File: config.mk
export PLATFORM = sky130hd
export DESIGN_NAME = bus_access_sequencer_flat
export DESIGN_NICKNAME = d
export VERILOG_FILES = /design/src/rtl/bus_access_sequencer_pkg.sv /design/src/rtl/bus_access_sequencer_if.sv /design/src/rtl/bus_access_sequencer.sv /design/src/flat_wrapper.sv
export SDC_FILE = /design/constraint.sdc
export NUM_CORES = 1
export LEC_CHECK = 0
export ABC_AREA = 1
export CAP_MARGIN = 10
export CORE_MARGIN = 2
export CORE_UTILIZATION = 30
export DETAILED_ROUTE_END_ITERATION = 10
export SYNTH_ARGS = -nofsm -noshare
export SYNTH_HDL_FRONTEND = slang
export SYNTH_SLANG_ARGS = --single-unit
File: constraint.sdc
create_clock -name clock -period 5.6 [get_ports clock]
set_input_delay 1.4 -clock clock [delete_from_list [all_inputs] [get_ports clock]]
set_output_delay 1.4 -clock clock [all_outputs]
set_load 0.02 [all_outputs]
File: src/rtl/bus_access_sequencer_pkg.sv
// Shared types and default widths for the CPU-to-pin-bus access sequencer.
// Imported by the sequencer and by any CPU-side logic that drives it.
package bus_access_sequencer_pkg;

    localparam int DEF_CPU_ADDRESS_WIDTH = 32;
    localparam int DEF_CPU_DATA_WIDTH    = 32;
    localparam int DEF_BUS_ADDRESS_WIDTH = 8;
    localparam int DEF_BUS_DATA_WIDTH    = 8;

    typedef enum logic [1:0] {
        BYTE    = 2'b00,
        HALF    = 2'b01,
        WORD    = 2'b10,
        ILLEGAL = 2'b11
    } access_size_t;

    typedef enum logic [1:0] {
        IDLE = 2'b00,
        BEAT = 2'b01,
        DONE = 2'b10
    } sequencer_state_t;

    // Number of bus beats for an access: 2**size, limited to the lanes a CPU word holds.
    function automatic int beat_count(input access_size_t size, input int max_beats);
        int n;
        n = 32'sd1 << size;
        if (n > max_beats) begin
            n = max_beats;
        end else begin
            n = n;
        end
        return n;
    endfunction

endpackage

File: src/rtl/bus_access_sequencer_if.sv
// CPU request/response handshake plus narrow pin-bus signals of the access sequencer.
// 'slave' is the sequencer's view; 'master' is the CPU / pad-side environment's view.
interface bus_access_sequencer_if #(
    parameter int CPU_ADDRESS_WIDTH = 32,
    parameter int CPU_DATA_WIDTH    = 32,
    parameter int BUS_ADDRESS_WIDTH = 8,
    parameter int BUS_DATA_WIDTH    = 8
);
    logic                         request_valid;
    logic                         request_ready;
    logic                         request_write;
    logic [1:0]                   request_size;
    logic [CPU_ADDRESS_WIDTH-1:0] request_address;
    logic [CPU_DATA_WIDTH-1:0]    request_write_data;
    logic                         response_valid;
    logic                         response_error;
    logic [CPU_DATA_WIDTH-1:0]    response_read_data;
    logic                         busy;
    logic [BUS_ADDRESS_WIDTH-1:0] bus_address;
    logic                         bus_write_enable;
    logic [BUS_DATA_WIDTH-1:0]    bus_write_data;
    logic [BUS_DATA_WIDTH-1:0]    bus_read_data;

    modport slave (
        input  request_valid, request_write, request_size, request_address,
               request_write_data, bus_read_data,
        output request_ready, response_valid, response_error, response_read_data,
               busy, bus_address, bus_write_enable, bus_write_data
    );

    modport master (
        output request_valid, request_write, request_size, request_address,
               request_write_data, bus_read_data,
        input  request_ready, response_valid, response_error, response_read_data,
               busy, bus_address, bus_write_enable, bus_write_data
    );
endinterface

File: src/rtl/bus_access_sequencer.sv
// Splits byte/half/word CPU accesses into 8-bit pin-bus beats and assembles load data
// little-endian; one response pulse per accepted request, all outputs registered.
module bus_access_sequencer
    import bus_access_sequencer_pkg::*;
#(
    parameter int CPU_ADDRESS_WIDTH = DEF_CPU_ADDRESS_WIDTH,
    parameter int CPU_DATA_WIDTH    = DEF_CPU_DATA_WIDTH,
    parameter int BUS_ADDRESS_WIDTH = DEF_BUS_ADDRESS_WIDTH,
    parameter int BUS_DATA_WIDTH    = DEF_BUS_DATA_WIDTH
) (
    input  logic                  clock,
    input  logic                  reset,
    bus_access_sequencer_if.slave io
);

    localparam int MAX_BEATS = CPU_DATA_WIDTH / BUS_DATA_WIDTH;
    localparam int BEAT_W    = (MAX_BEATS > 1) ? $clog2(MAX_BEATS) : 1;

    sequencer_state_t             state_q, state_d;
    logic [BEAT_W-1:0]            beat_q, beat_d;
    logic [BEAT_W-1:0]            last_q, last_d;
    logic                         write_q, write_d;
    logic [CPU_DATA_WIDTH-1:0]    wdata_q, wdata_d;
    logic [CPU_DATA_WIDTH-1:0]    rdata_q, rdata_d;
    logic [BUS_ADDRESS_WIDTH-1:0] bus_address_q, bus_address_d;
    logic                         bus_we_q, bus_we_d;
    logic [BUS_DATA_WIDTH-1:0]    bus_wdata_q, bus_wdata_d;
    logic                         response_valid_q, response_valid_d;
    logic                         response_error_q, response_error_d;
    logic                         request_ready_q, request_ready_d;
    logic                         busy_q, busy_d;
    access_size_t                 size_s;

    assign size_s = access_size_t'(io.request_size);

    // Next-state and next-output logic; bus outputs for beat k are prepared one edge early.
    always_comb begin
        state_d          = state_q;
        beat_d           = beat_q;
        last_d           = last_q;
        write_d          = write_q;
        wdata_d          = wdata_q;
        rdata_d          = rdata_q;
        bus_address_d    = bus_address_q;
        bus_we_d         = 1'b0;
        bus_wdata_d      = bus_wdata_q;
        response_valid_d = 1'b0;
        response_error_d = 1'b0;
        request_ready_d  = 1'b0;
        busy_d           = 1'b0;
        case (state_q)
            IDLE: begin
                if (io.request_valid) begin
                    write_d = io.request_write;
                    wdata_d = io.request_write_data;
                    rdata_d = '0;
                    beat_d  = '0;
                    busy_d  = 1'b1;
                    if (size_s == ILLEGAL) begin
                        state_d          = DONE;
                        response_valid_d = 1'b1;
                        response_error_d = 1'b1;
                    end else begin
                        state_d       = BEAT;
                        last_d        = BEAT_W'(beat_count(size_s, MAX_BEATS) - 1);
                        bus_address_d = io.request_address[BUS_ADDRESS_WIDTH-1:0];
                        bus_we_d      = io.request_write;
                        if (io.request_write) begin
                            bus_wdata_d = io.request_write_data[BUS_DATA_WIDTH-1:0];
                        end else begin
                            bus_wdata_d = bus_wdata_q;
                        end
                    end
                end else begin
                    request_ready_d = 1'b1;
                end
            end
            BEAT: begin
                busy_d = 1'b1;
                if (!write_q) begin
                    rdata_d[int'(beat_q)*BUS_DATA_WIDTH +: BUS_DATA_WIDTH] = io.bus_read_data;
                end else begin
                    rdata_d = rdata_q;
                end
                if (beat_q == last_q) begin
                    state_d          = DONE;
                    response_valid_d = 1'b1;
                end else begin
                    beat_d        = beat_q + BEAT_W'(1);
                    bus_address_d = bus_address_q + BUS_ADDRESS_WIDTH'(1);
                    bus_we_d      = write_q;
                    if (write_q) begin
                        bus_wdata_d = wdata_q[int'(beat_d)*BUS_DATA_WIDTH +: BUS_DATA_WIDTH];
                    end else begin
                        bus_wdata_d = bus_wdata_q;
                    end
                end
            end
            DONE: begin
                state_d         = IDLE;
                request_ready_d = 1'b1;
            end
            default: begin
                state_d         = IDLE;
                request_ready_d = 1'b1;
            end
        endcase
    end

    // State and output registers; reset abandons any in-flight access immediately.
    always_ff @(posedge clock or posedge reset) begin
        if (reset) begin
            state_q          <= IDLE;
            beat_q           <= '0;
            last_q           <= '0;
            write_q          <= 1'b0;
            wdata_q          <= '0;
            rdata_q          <= '0;
            bus_address_q    <= '0;
            bus_we_q         <= 1'b0;
            bus_wdata_q      <= '0;
            response_valid_q <= 1'b0;
            response_error_q <= 1'b0;
            request_ready_q  <= 1'b1;
            busy_q           <= 1'b0;
        end else begin
            state_q          <= state_d;
            beat_q           <= beat_d;
            last_q           <= last_d;
            write_q          <= write_d;
            wdata_q          <= wdata_d;
            rdata_q          <= rdata_d;
            bus_address_q    <= bus_address_d;
            bus_we_q         <= bus_we_d;
            bus_wdata_q      <= bus_wdata_d;
            response_valid_q <= response_valid_d;
            response_error_q <= response_error_d;
            request_ready_q  <= request_ready_d;
            busy_q           <= busy_d;
        end
    end

    assign io.request_ready      = request_ready_q;
    assign io.response_valid     = response_valid_q;
    assign io.response_error     = response_error_q;
    assign io.response_read_data = rdata_q;
    assign io.busy               = busy_q;
    assign io.bus_address        = bus_address_q;
    assign io.bus_write_enable   = bus_we_q;
    assign io.bus_write_data     = bus_wdata_q;

endmodule

File: src/flat_wrapper.sv
// flat-port wrapper written by rule: the top's interface ports become plain ports
module bus_access_sequencer_flat import bus_access_sequencer_pkg::*;
#(
    parameter int CPU_ADDRESS_WIDTH = DEF_CPU_ADDRESS_WIDTH,
    parameter int CPU_DATA_WIDTH    = DEF_CPU_DATA_WIDTH,
    parameter int BUS_ADDRESS_WIDTH = DEF_BUS_ADDRESS_WIDTH,
    parameter int BUS_DATA_WIDTH    = DEF_BUS_DATA_WIDTH
)
  (clock, reset, io_request_valid, io_request_write, io_request_size, io_request_address, io_request_write_data, io_bus_read_data, io_request_ready, io_response_valid, io_response_error, io_response_read_data, io_busy, io_bus_address, io_bus_write_enable, io_bus_write_data);
  bus_access_sequencer_if #(.CPU_ADDRESS_WIDTH(CPU_ADDRESS_WIDTH), .CPU_DATA_WIDTH(CPU_DATA_WIDTH), .BUS_ADDRESS_WIDTH(BUS_ADDRESS_WIDTH), .BUS_DATA_WIDTH(BUS_DATA_WIDTH)) io_i ();
  input  logic clock;
  input  logic reset;
  input wire logic [$bits(io_i.request_valid)-1:0] io_request_valid;
  input wire logic [$bits(io_i.request_write)-1:0] io_request_write;
  input wire logic [$bits(io_i.request_size)-1:0] io_request_size;
  input wire logic [$bits(io_i.request_address)-1:0] io_request_address;
  input wire logic [$bits(io_i.request_write_data)-1:0] io_request_write_data;
  input wire logic [$bits(io_i.bus_read_data)-1:0] io_bus_read_data;
  output wire logic [$bits(io_i.request_ready)-1:0] io_request_ready;
  output wire logic [$bits(io_i.response_valid)-1:0] io_response_valid;
  output wire logic [$bits(io_i.response_error)-1:0] io_response_error;
  output wire logic [$bits(io_i.response_read_data)-1:0] io_response_read_data;
  output wire logic [$bits(io_i.busy)-1:0] io_busy;
  output wire logic [$bits(io_i.bus_address)-1:0] io_bus_address;
  output wire logic [$bits(io_i.bus_write_enable)-1:0] io_bus_write_enable;
  output wire logic [$bits(io_i.bus_write_data)-1:0] io_bus_write_data;
  assign io_i.request_valid = io_request_valid;
  assign io_i.request_write = io_request_write;
  assign io_i.request_size = io_request_size;
  assign io_i.request_address = io_request_address;
  assign io_i.request_write_data = io_request_write_data;
  assign io_i.bus_read_data = io_bus_read_data;
  assign io_request_ready = io_i.request_ready;
  assign io_response_valid = io_i.response_valid;
  assign io_response_error = io_i.response_error;
  assign io_response_read_data = io_i.response_read_data;
  assign io_busy = io_i.busy;
  assign io_bus_address = io_i.bus_address;
  assign io_bus_write_enable = io_i.bus_write_enable;
  assign io_bus_write_data = io_i.bus_write_data;
  bus_access_sequencer #(.CPU_ADDRESS_WIDTH(CPU_ADDRESS_WIDTH), .CPU_DATA_WIDTH(CPU_DATA_WIDTH), .BUS_ADDRESS_WIDTH(BUS_ADDRESS_WIDTH), .BUS_DATA_WIDTH(BUS_DATA_WIDTH)) u_core (.clock(clock), .reset(reset), .io(io_i));
endmodule
### Word level (Yosys, flattened, before mapping)

Cells that the tools add are included.

| cells by class | value |
|---|---|
| equality and inequality tests | 10 |
| reduce and logical (&&, ||, !) cells | 9 |
| order comparisons | 1 |
| shift operators | 4 |
| add/subtract/negate cells | 4 |
| muxes and demuxes | 38 |
| bitwise gates (word level) | 1 |

Operator list:

| kind | count |
|---|---|
| $mux 32 | 2 |
| $mux 8 | 8 |
| $pmux 32 s2 | 1 |
| $neg 5->33 | 1 |
| $shift 8x33->32 const A | 1 |
| $shiftx 8x33->32 | 1 |
| $bwmux 32 | 1 |
| $gt 32x4->1 const B | 1 |
| $pmux 8 s2 | 2 |
| $shiftx 32x6->8 | 1 |
| $shl 1x2->32 const A | 1 |
| $mux 2 | 9 |
| $ne 2x2->1 const B | 5 |
| $mux 1 | 9 |
| $reduce_and 3->1 | 3 |
| $add 8x1->8 const B | 1 |
| $pmux 1 s2 | 4 |
| $pmux 2 s2 | 2 |
| $reduce_and 6->1 | 1 |
| $ne 2x1->1 const B | 2 |
| $reduce_and 2->1 | 2 |
| $reduce_and 4->1 | 1 |
| $add 2x1->2 const B | 1 |
| $eq 2x1->1 const B | 1 |
| 6 further kinds | 6 |

| word-level totals | value |
|---|---|
| bits in registers | 92 |
| input bits | 78 |

### Logic depth before layout (Yosys ltp)

Gate-level depths: netlist of run 1.

| logic depth | value |
|---|---|
| depth after elaboration | 7 |
| mapped depth | 9 |

### Worst setup path before layout of run 1

OpenSTA, ideal clock, no wires.

| path | value |
|---|---|
| path kind | input -> register |
| start | in io_request_size[0] |
| end | reg u_core.bus_address_q[2] (netlist: u_core.io.bus_address[2]) |
| slack | 3.436 ns |
| stages | 6 |
| path buffers | 1 |
| arrival | 2.041 ns |
| setup time | 0.123 ns |
| cell sequence | nand2_1 > nand3_1 > nand2_1 > buf_4 > o21ai_0 > nand2_1 |

| on the way | value |
|---|---|
| cells in the longest elaborated chain, start to end | 3 |

RTL lines:

| item | RTL line | RTL |
|---|---|---|
| from (decl) | flat_wrapper.sv:15 | `input wire logic [$bits(io_i.request_size)-1:0] io_request_size;` |
| $eq 2x2->1 | bus_access_sequencer.sv:59 | `if (size_s == ILLEGAL) begin` |
| $ne 2x2->1 (no line) | -- |  |
| $reduce_and 4->1 (no line) | -- |  |
| to (signal assigned) | bus_access_sequencer.sv:133 | `bus_address_q <= bus_address_d;` |
| to (decl) | bus_access_sequencer.sv:25 | `logic [BUS_ADDRESS_WIDTH-1:0] bus_address_q, bus_address_d;` |

No other way between the ends.
A chain may end at the register's enable or synchronous reset.

### Final worst setup path of run 1

| path | value |
|---|---|
| start | reg u_core.beat_q[0] |
| end | reg u_core.rdata_q[21] (netlist: u_core.io.response_read_data[21]) |

| on the way | value |
|---|---|
| cells in the longest elaborated chain, start to end | 5 |
| elaborated cells on any way between the ends | 6 |
| classes of those cells | add/sub: 1; shift: 2; mux: 3 |

RTL lines:

| item | RTL line | RTL |
|---|---|---|
| from (decl) | bus_access_sequencer.sv:20 | `logic [BEAT_W-1:0] beat_q, beat_d;` |
| from (signal assigned) | bus_access_sequencer.sv:128 | `beat_q <= beat_d;` |
| $neg 5->33 * | bus_access_sequencer.sv:81 | `rdata_d[int'(beat_q)*BUS_DATA_WIDTH +: BUS_DATA_WIDTH] = io.bus_read_data;` |
| $shiftx 8x33->32 or $shift 8x33->32 (tied branches) | bus_access_sequencer.sv:81 |  |
| $bwmux 32 * | bus_access_sequencer.sv:81 |  |
| $mux 32 * | bus_access_sequencer.sv:80 | `if (!write_q) begin` |
| $pmux 32 s2 * | bus_access_sequencer.sv:51 | `case (state_q)` |
| to (signal assigned) | bus_access_sequencer.sv:132 | `rdata_q <= rdata_d;` |
| to (decl) | bus_access_sequencer.sv:24 | `logic [CPU_DATA_WIDTH-1:0] rdata_q, rdata_d;` |

Mark *: on every way between the ends. The rest lies on a longest branch, timed or not. The select of a mux whose other input is x is not followed.

==> results.yml, run 1 <==
clock_network:
  cts_buffer_depth: 2
  cts_buffers: 9
  cts_tree: "yes"
  cts.clk_slew.worst_paths_ps: 60
  htree_levels: 3
  cts_num_sinks: 92
  cts_root_buf: "clkbuf_16"
  cts_resized: 0
  insertion_delay_ps: 350
  hold_buffers: 0
  cts_setup_buffers: 0
placement:
  io_buffers: 106
  hpwl_mm: 8.05
  finalWeightedCongestion: 0.819
  place_area_mm2: 0.00554
  dp.cells: 818
critical_path:
  r2r_slack_ps: 2420
  cp-start-kind: "flip-flop"
  crit_type: "flip-flop to flip-flop"
  r2r_cells: 6
  critPathArrivalTime_ps: 3440
  cp_max_fo: 27
  critPathRequiredTime_ps: 5860
  end_kind: "flip-flop"
floorplanning:
  core_mm2: 0.0140
  dieArea_mm2: 0.0154
  die_w_um: 124
  pin_count: 131
  rows: 43
  initial_utilization: 0.309
  die_h_um: 124
layout:
  num_antenna_cells: 0
  final_area_mm2: 0.00583
  post-route-util: 0.417
  nNetsFinal: 733
  area_delta_synth_final_pct: 34.9
  num-fill-cells: 1442
  instances_no_fill: 834
  drive_above_1_share: 0.0612
drt:
  totalWireLength_mm: 11.0
  drt-wirelength-per-cell_um: 13.2
  vias: 3880
  ant_nets: 0
  routed_via_density: 4.65
  drtIter0Drc: 230
  dr.pass1.iters: 4
  drc_errors: 0
synth:
  ys_ff_latch: 92
  netlist_area_mm2: 0.00433
  synthCells: 550
  syn_avg_cell_area_um2: 7.86
  synthesis.nets: 634
  ys_seq_area_frac: 0.533
  ys_warn_count: 0
  ys_types: 24
grt:
  grt_overflow: 0
  antenna_found_initial: 0
  grtUsageTotal: 0.150
  grt_max_degree: 62
  grt_pass1_vias: 3624
  grt_pass1_wl_mm: 17.7
sta:
  relSlewSlack: 0.298
  hold_viol: 0
  fin_crit_sh: 0.567
  setup_viol: 0
  drv_slew: 0
  min_period_ps: 3180
  finClkSkew_ps: 4.71
  fmax_mhz: 315
  rsz0062_at_grt: "no"
  tns_ps: 0
  tightest_slew_ps: 1050
status:
  outcome: "finished clean"
power_and_ir_drop:
  cellPowerDensity_mw_per_mm2: 518
  leakage_nw: 2.67
  irDropWorstVdd_mv: 0.166
min_path:
  hold_path.class: "flip-flop to flip-flop"
  min_path_cells: 2
run:
  max-cap-violations: 0
==> where the power goes <==
part | switching, mW | internal (mW) | leakage (nW) | total [mW]
Clock | 0.254 | 0.345 | 0.131 | 0.599
Combinational | 0.855 | 0.487 | 1.35 | 1.34
Sequential | 0.177 | 0.902 | 1.19 | 1.08
Total | 1.29 | 1.73 | 2.67 | 3.02
==> metal layers <==
layer | vias up | global-route usage | wire length (µm)
li1 | 1944 | - | -
met1 | 1802 | 0.193 | 4940
met2 | 114 | 0.240 | 5280
met3 | 20 | 0.0398 | 579
met4 | 0 | 0.0590 | 248
met5 | - | 0 | 0
==> synth_stat cells <==
cell type	n	share of area
clkbuf_1	10	0.0087
o22ai_1	2	0.0029
dfrtp_1	91	0.53
nand3_2	2	0.0046
ha_1	6	0.017
o21ai_2	4	0.0081
nor3_1	2	0.0023
a21oi_1	2	0.0023
o21ai_0	57	0.066
dfstp_2	1	0.0061
inv_1	33	0.029
or2_2	3	0.0043
buf_2	8	0.0093
o21ai_1	9	0.010
nor2_2	3	0.0043
buf_4	1	0.0017
nand2_1	230	0.20
nand2_4	1	0.0026
buf_1	1	0.00087
nand3_1	51	0.059
nor2_1	25	0.022
nand2_2	5	0.0072
o21ai_4	1	0.0038
inv_2	2	0.0017
==> critical path: stages (launching register included) <==
cell and delay [ps]:
dfrtp_1 890, inv_2 440, ha_1 630, nand3_1 310, nor2_1 490, nand3_1 130, o21ai_0 190
==> cell usage in the layout (no fill, tap or decap), drive strengths merged <==
master / synthesis / layout
nand2: 236 / 236
clkinvlp: 0 / 4
bufinv: 0 / 1
o22ai: 2 / 2
buf: 10 / 2
or2: 3 / 3
nor2: 28 / 28
o21ai: 71 / 71
nand3: 53 / 53
ha: 6 / 6
clkdlybuf4s50: 0 / 106
dfstp: 1 / 1
clkinv: 0 / 2
dfrtp: 91 / 91
a21oi: 2 / 2
nor3: 2 / 2
clkbuf: 10 / 10
inv: 35 / 34
==> path summary, 6_finish.rpt <==
| check | start | end |
|---|---|---|
| max in group asynchronous | reset | u_core.wdata_q[22]$_DFFE_PP0P_ |
| worst min-delay path | u_core.wdata_q[12]$_DFFE_PP0P_ | u_core.wdata_q[12]$_DFFE_PP0P_ |
| worst max-delay path | u_core.beat_q[0]$_DFFE_PP0P_ | u_core.io.response_read_data[21]$_DFFE_PP0P_ |
| worst min register to register | u_core.wdata_q[12]$_DFFE_PP0P_ | u_core.wdata_q[12]$_DFFE_PP0P_ |
| worst max register to register | u_core.beat_q[0]$_DFFE_PP0P_ | u_core.io.response_read_data[21]$_DFFE_PP0P_ |
| min in group asynchronous | reset | u_core.wdata_q[20]$_DFFE_PP0P_ |
==> area by class of cell <==
| cell class | count | area [µm²] | area share |
|---|---|---|---|
| flip-flops and latches | 92 | 2300 | 0.395 |
| multi-input cells | 403 | 1800 | 0.309 |
| repair buffers | 108 | 1080 | 0.184 |
| well taps | 180 | 225 | 0.0386 |
| inverters | 35 | 133 | 0.0227 |
| clock buffers | 10 | 229 | 0.0393 |
| clock inverters | 6 | 65.1 | 0.0112 |
==> flip-flops by register name (all words and copies together), names as in the netlist <==
signal and cells:
u_core.io.bus_write_data 8, u_core.beat_q 2, u_core.io.request_ready 1, u_core.io.response_error 1, u_core.write_q 1, u_core.last_q 2
u_core.io.response_valid 1, u_core.io.response_read_data 32, u_core.wdata_q 32, u_core.state_q 2, u_core.io.bus_write_enable 1, u_core.io.bus_address 8
u_core.io.busy 1
==> per-stage QoR <==
stage          hold WS [ps]  setup WS [ps]  power (mW)
5_1_grt                 507           2030        3.28
3_5_place_dp            466           2330        2.45
3_3_place_gp            463           2350        2.42
2_1_floorplan           449           1810        1.98
4_1_cts                 483           2390        3.07
6_report                478           2420        3.02
==> kinds of logic after synthesis <==
family | synth area share
AO/OA/AOI/OAI | 0.0934
adder cells (fa/ha/maj) | 0.0174
buffers and inverters | 0.0509
flip-flops | 0.533
AND/OR/NAND/NOR | 0.306
Note: power is estimated with default switching activity, not from simulation.
==> inputs of run 2 (changes only) <==
- clock period: 5.6 -> 2.88 ns (I/O delays scaled with it)
==> results.yml, run 2 (synthesis results as in run 1) <==
drt:
  totalWireLength_mm: 11.1
  routed_via_density: 4.59
  drt-wirelength-per-cell_um: 13.3
  ant_nets: 0
  drtIter0Drc: 276
  dr.pass1.iters: 4
  drc_errors: 0
  vias: 3846
grt:
  grt_pass1_vias: 3565
  grtUsageTotal: 0.151
  antenna_found_initial: 0
  grt_overflow: 0
  gr-max-usage-layer: "met2"
  grt_use_met3: 0.0398
  use_met1: 0.189
  grt_max_degree: 93
  grt_pass1_wl_mm: 17.8
  met2_usage: 0.255
layout:
  multi_input_area_mm2: 0.00180
  num-fill-cells: 1426
  drive_above_1_share: 0.0654
  mostFrequentLayoutCells: "nand2_1 (230), clkdlybuf4s50_1 (106), dfrtp_1 (91), o21ai_0 (57), nand3_1 (51)"
  nNetsFinal: 736
  num_antenna_cells: 0
  area_delta_synth_final_pct: 36.3
  final_area_mm2: 0.00589
  seq_area_mm2: 0.00230
  layout_commonest_cell: "nand2_1"
critical_path:
  end_kind: "flip-flop"
  cp-start-kind: "flip-flop"
  worst_path_max_delay_cell: "ha_1"
  cp_cell_sequence: "inv_1, ha_1, nand3_1, nor2_1, nand3_1, o21ai_0"
  max_stage_delay_ps: 500
  crit_top_cell: "nand3_1"
  critPathRequiredTime_ps: 3140
  crit_type: "flip-flop to flip-flop"
  cp_max_fo: 8
  critPathArrivalTime_ps: 2470
sta:
  drv_slew: 0
  relSlewSlack: 0.625
  tns_ps: 0
  tightest_slew_ps: 563
  fin_crit_sh: 0.770
  fmax_mhz: 451
  finClkSkew_ps: 6.88
  min_period_ps: 2220
  hold_viol: 0
  rsz0062_at_grt: "no"
  setup_ws_ps: 662
  setup_viol: 0
clock_network:
  cts_tree: "yes"
  insertion_delay_ps: 340
  cts_num_sinks: 92
  cts.clk_slew.worst_paths_ps: 60
  cts_root_buf: "clkbuf_16"
  cts_buffers: 9
  cts_buffer_depth: 2
  htree_levels: 3
  hold_buffers: 0
  cts_setup_buffers: 0
  cts_resized: 0
power_and_ir_drop:
  finalPower_mw: 6.00
  cellPowerDensity_mw_per_mm2: 1020
  leakage_nw: 2.71
  irDropWorstVdd_mv: 0.387
floorplanning:
  core_mm2: 0.0140
  die_h_um: 124
  rows: 43
  die_w_um: 124
  pin_count: 131
  initial_utilization: 0.309
  dieArea_mm2: 0.0154
min_path:
  hold_path.class: "flip-flop to flip-flop"
run:
  max-cap-violations: 0
status:
  outcome: "finished clean"
placement:
  place_area_mm2: 0.00558
  post-place-ws_ps: 327
  io_buffers: 106
  hpwl_mm: 8.09
  finalWeightedCongestion: 0.828
-- run 2: cell types whose count changed in the layout (fill, tap and decap cells not counted), sizes merged --
cell,change
buf,+3
clkinv,+1
clkbuf,+1
clkinvlp,-3
bufinv,+1
-- run 2: worst max-delay path: cells and delay by family (launching register included) --
kind	cells	cell delay [ps]
simple gates	3	900
flops	1	410
fa+ha+maj	1	500
compound gates	1	190
buf+inv	1	130
-- run 2: area by class of cell --
type,count,area share
Timing Repair Buffer,111,0.188
Tap cell,180,0.0382
Clock inverter,5,0.0127
Inverter,35,0.0229
Clock buffer,11,0.0412
Multi-Input combinational cell,403,0.306
Sequential cell,92,0.391
-- run 2: metal layers --
| layer | wire (µm) | share of wire | vias to the layer above |
|---|---|---|---|
| met2 | 5570 | 0.50 | 94 |
| met1 | 5020 | 0.45 | 1800 |
| met3 | 531 | 0.048 | 2 |
| met4 | 10 | 0.00090 | 0 |
| li1 | - | - | 1950 |
| met5 | 0 | 0 | - |
-- run 2: path summary, 6_finish.rpt --
check	startpoint	to	slack [ps]	cells after the start
max	u_core.beat_q[1]$_DFFE_PP0P_	u_core.io.response_read_data[18]$_DFFE_PP0P_	660	6
min	u_core.wdata_q[15]$_DFFE_PP0P_	u_core.wdata_q[15]$_DFFE_PP0P_	480	2
max reg2reg	u_core.beat_q[1]$_DFFE_PP0P_	u_core.io.response_read_data[18]$_DFFE_PP0P_	660	6
min reg2reg	u_core.wdata_q[15]$_DFFE_PP0P_	u_core.wdata_q[15]$_DFFE_PP0P_	480	2
max in group asynchronous	reset	u_core.io.request_ready$_DFF_PP1_	1630	3
min in group asynchronous	reset	u_core.wdata_q[10]$_DFFE_PP0P_	850	3
-- run 2: report_power, final --
group	internal (mW)	switching, mW	total [mW]
combinational	0.968	1.72	2.68
clock	0.780	0.480	1.26
sequential	1.76	0.298	2.05
-- run 2: metrics by stage --
stage	instances	hold slack, ps	utilization
after CTS	837	484	0.421
after global placement	821	464	0.399
after floorplan	550	449	-
after global routing	837	501	0.421
after detailed placement	821	467	0.399
final	837	484	0.421
==> inputs of run 3 (changes only) <==
- clock period: 2.88 -> 1.85 ns (I/O delays scaled with it)
==> results.yml, run 3 (synthesis results as in run 1) <==
status:
  outcome: "finished clean"
grt:
  grt_pass1_wl_mm: 18.2
  grt_max_degree: 59
  grt_pass1_vias: 3809
  antenna_found_initial: 0
  grt_overflow: 0
  grtUsageTotal: 0.152
clock_network:
  cts.clk_slew.worst_paths_ps: 60
  insertion_delay_ps: 340
  cts_setup_buffers: 0
  htree_levels: 3
  cts_num_sinks: 92
  cts_buffer_depth: 2
  cts_tree: "yes"
  cts_root_buf: "clkbuf_16"
  cts_buffers: 9
drt:
  drtIter0Drc: 238
  wl_met2_mm: 5.42
  routed_via_density: 4.59
  m1WireLength_mm: 4.79
  dr.max_layer_used: "met4"
  totalWireLength_mm: 11.0
  ant_nets: 0
  vias: 3899
  met3_length_um: 621
  dr.pass1.iters: 4
  drt-wirelength-per-cell_um: 13.0
  drc_errors: 0
critical_path:
  cp-startpoint: "u_core.io.bus_write_data[5]$_DFFE_PP0P_"
  r2r-start: "u_core.beat_q[1]$_DFFE_PP0P_"
  timing.rr.end: "u_core.io.response_read_data[5]$_DFFE_PP0P_"
  cpLargestDelayFamily: "buffers and inverters"
  cp_max_fo: 2
  critPathArrivalTime_ps: 1330
  cp-start-kind: "flip-flop"
  max_stage_delay_ps: 620
  critPathRequiredTime_ps: 1390
  worst-path-buf-inv: 1
  end_kind: "output port"
  crit_type: "flip-flop to output port"
  r2r_cells: 7
  r2r_slack_ps: 150
  cp_cell_sequence: "clkdlybuf4s50_1"
  cp.depth: 1
  critPathCapture: "io_bus_write_data[5]"
  worst_path_max_delay_cell: "clkdlybuf4s50_1"
sta:
  rsz0062_at_grt: "yes"
  fmax_mhz: 558
  hold_viol: 0
  min_period_ps: 1790
  fin_crit_sh: 0.969
  drv_slew: 0
  tightest_slew_ps: 544
  finClkSkew_ps: 4.79
  relSlewSlack: 0.637
  setup_ws_ps: 56.6
  setup_viol: 0
power_and_ir_drop:
  switchingPower_mw: 3.93
  combinationalPowerShare: 0.450
  cellPowerDensity_mw_per_mm2: 1590
  seqPwrFrac: 0.334
  p_clk_frac: 0.216
  finalPower_mw: 9.59
  swShare: 0.410
  irDropWorstVdd_mv: 0.574
  leakage_nw: 2.82
  p_int_mw: 5.66
floorplanning:
  die_w_um: 124
  rows: 43
  core_mm2: 0.0140
  initial_utilization: 0.309
  pin_count: 131
  die_h_um: 124
  dieArea_mm2: 0.0154
placement:
  io_buffers: 106
  hpwl_mm: 8.26
  finalWeightedCongestion: 0.819
  post-place-ws_ps: -58.6
layout:
  nNetsFinal: 748
  area_delta_synth_final_pct: 39.9
  layout_commonest_cell: "nand2_1"
  num_antenna_cells: 0
  drive_above_1_share: 0.0897
  mostFrequentLayoutCells: "nand2_1 (230), clkdlybuf4s50_1 (96), dfrtp_1 (91), o21ai_0 (57), nand3_1 (50)"
run:
  max-cap-violations: 0
min_path:
  hold_path.class: "flip-flop to flip-flop"
run 3: per-stage QoR:
stage	cell area, µm²	hold slack, ps	utilization	std cells	TNS [ps]
after floorplan	4340	449	-	550	0
after global placement	5680	464	0.406	833	-188
after detailed placement	5680	466	0.406	833	-512
after CTS	6020	484	0.431	849	0
after global routing	6050	501	0.432	849	-27.7
final	6050	477	0.432	849	0
run 3: layer usage:
layer,up-vias,track usage
li1,1976,-
met1,1805,0.188
met2,103,0.260
met3,15,0.0375
met4,0,0.0442
met5,-,0
run 3: power by group through the flow:
| stage | logic (mW) | clock network [mW] | registers, mW |
|---|---|---|---|
| 4_1_cts | 4.35 | 2.12 | 3.21 |
| 2_1_floorplan | 2.50 | 0 | 3.50 |
| 5_1_grt | 4.88 | 2.22 | 3.31 |
| 6_report | 4.32 | 2.07 | 3.20 |
| 3_3_place_gp | 4.31 | 0 | 3.23 |
| 3_5_place_dp | 4.38 | 0 | 3.24 |
run 3: worst min-delay path by stage:
stage | startpoint | to | slack [ps] | cells past startpoint
4_1_cts | u_core.wdata_q[19]$_DFFE_PP0P_ | u_core.wdata_q[19]$_DFFE_PP0P_ | 480 | 2
3_3_place_gp | u_core.wdata_q[20]$_DFFE_PP0P_ | u_core.wdata_q[20]$_DFFE_PP0P_ | 460 | 2
5_1_grt | u_core.wdata_q[9]$_DFFE_PP0P_ | u_core.wdata_q[9]$_DFFE_PP0P_ | 500 | 2
3_5_place_dp | u_core.wdata_q[19]$_DFFE_PP0P_ | u_core.wdata_q[19]$_DFFE_PP0P_ | 470 | 2
2_1_floorplan | u_core.wdata_q[16]$_DFFE_PP0P_ | u_core.wdata_q[16]$_DFFE_PP0P_ | 450 | 2
6_report | u_core.wdata_q[21]$_DFFE_PP0P_ | u_core.wdata_q[21]$_DFFE_PP0P_ | 480 | 2
run 3: area by class of cell:
type | instances | area [µm²]
fillers | 1417 | 7940
flip-flops and latches | 92 | 2300
well taps | 180 | 225
multi-input cells | 403 | 1840
clock inverters | 7 | 115
clock buffers | 9 | 225
repair buffers | 123 | 1210
inverters | 35 | 135
run 3: repair_timing:
item,in CTS,in global routing
endpoints found under the setup margin,16,26
gates resized for setup,10,6
endpoints found under the hold margin,0,0
hold buffers,0,0
pin swaps,0,1
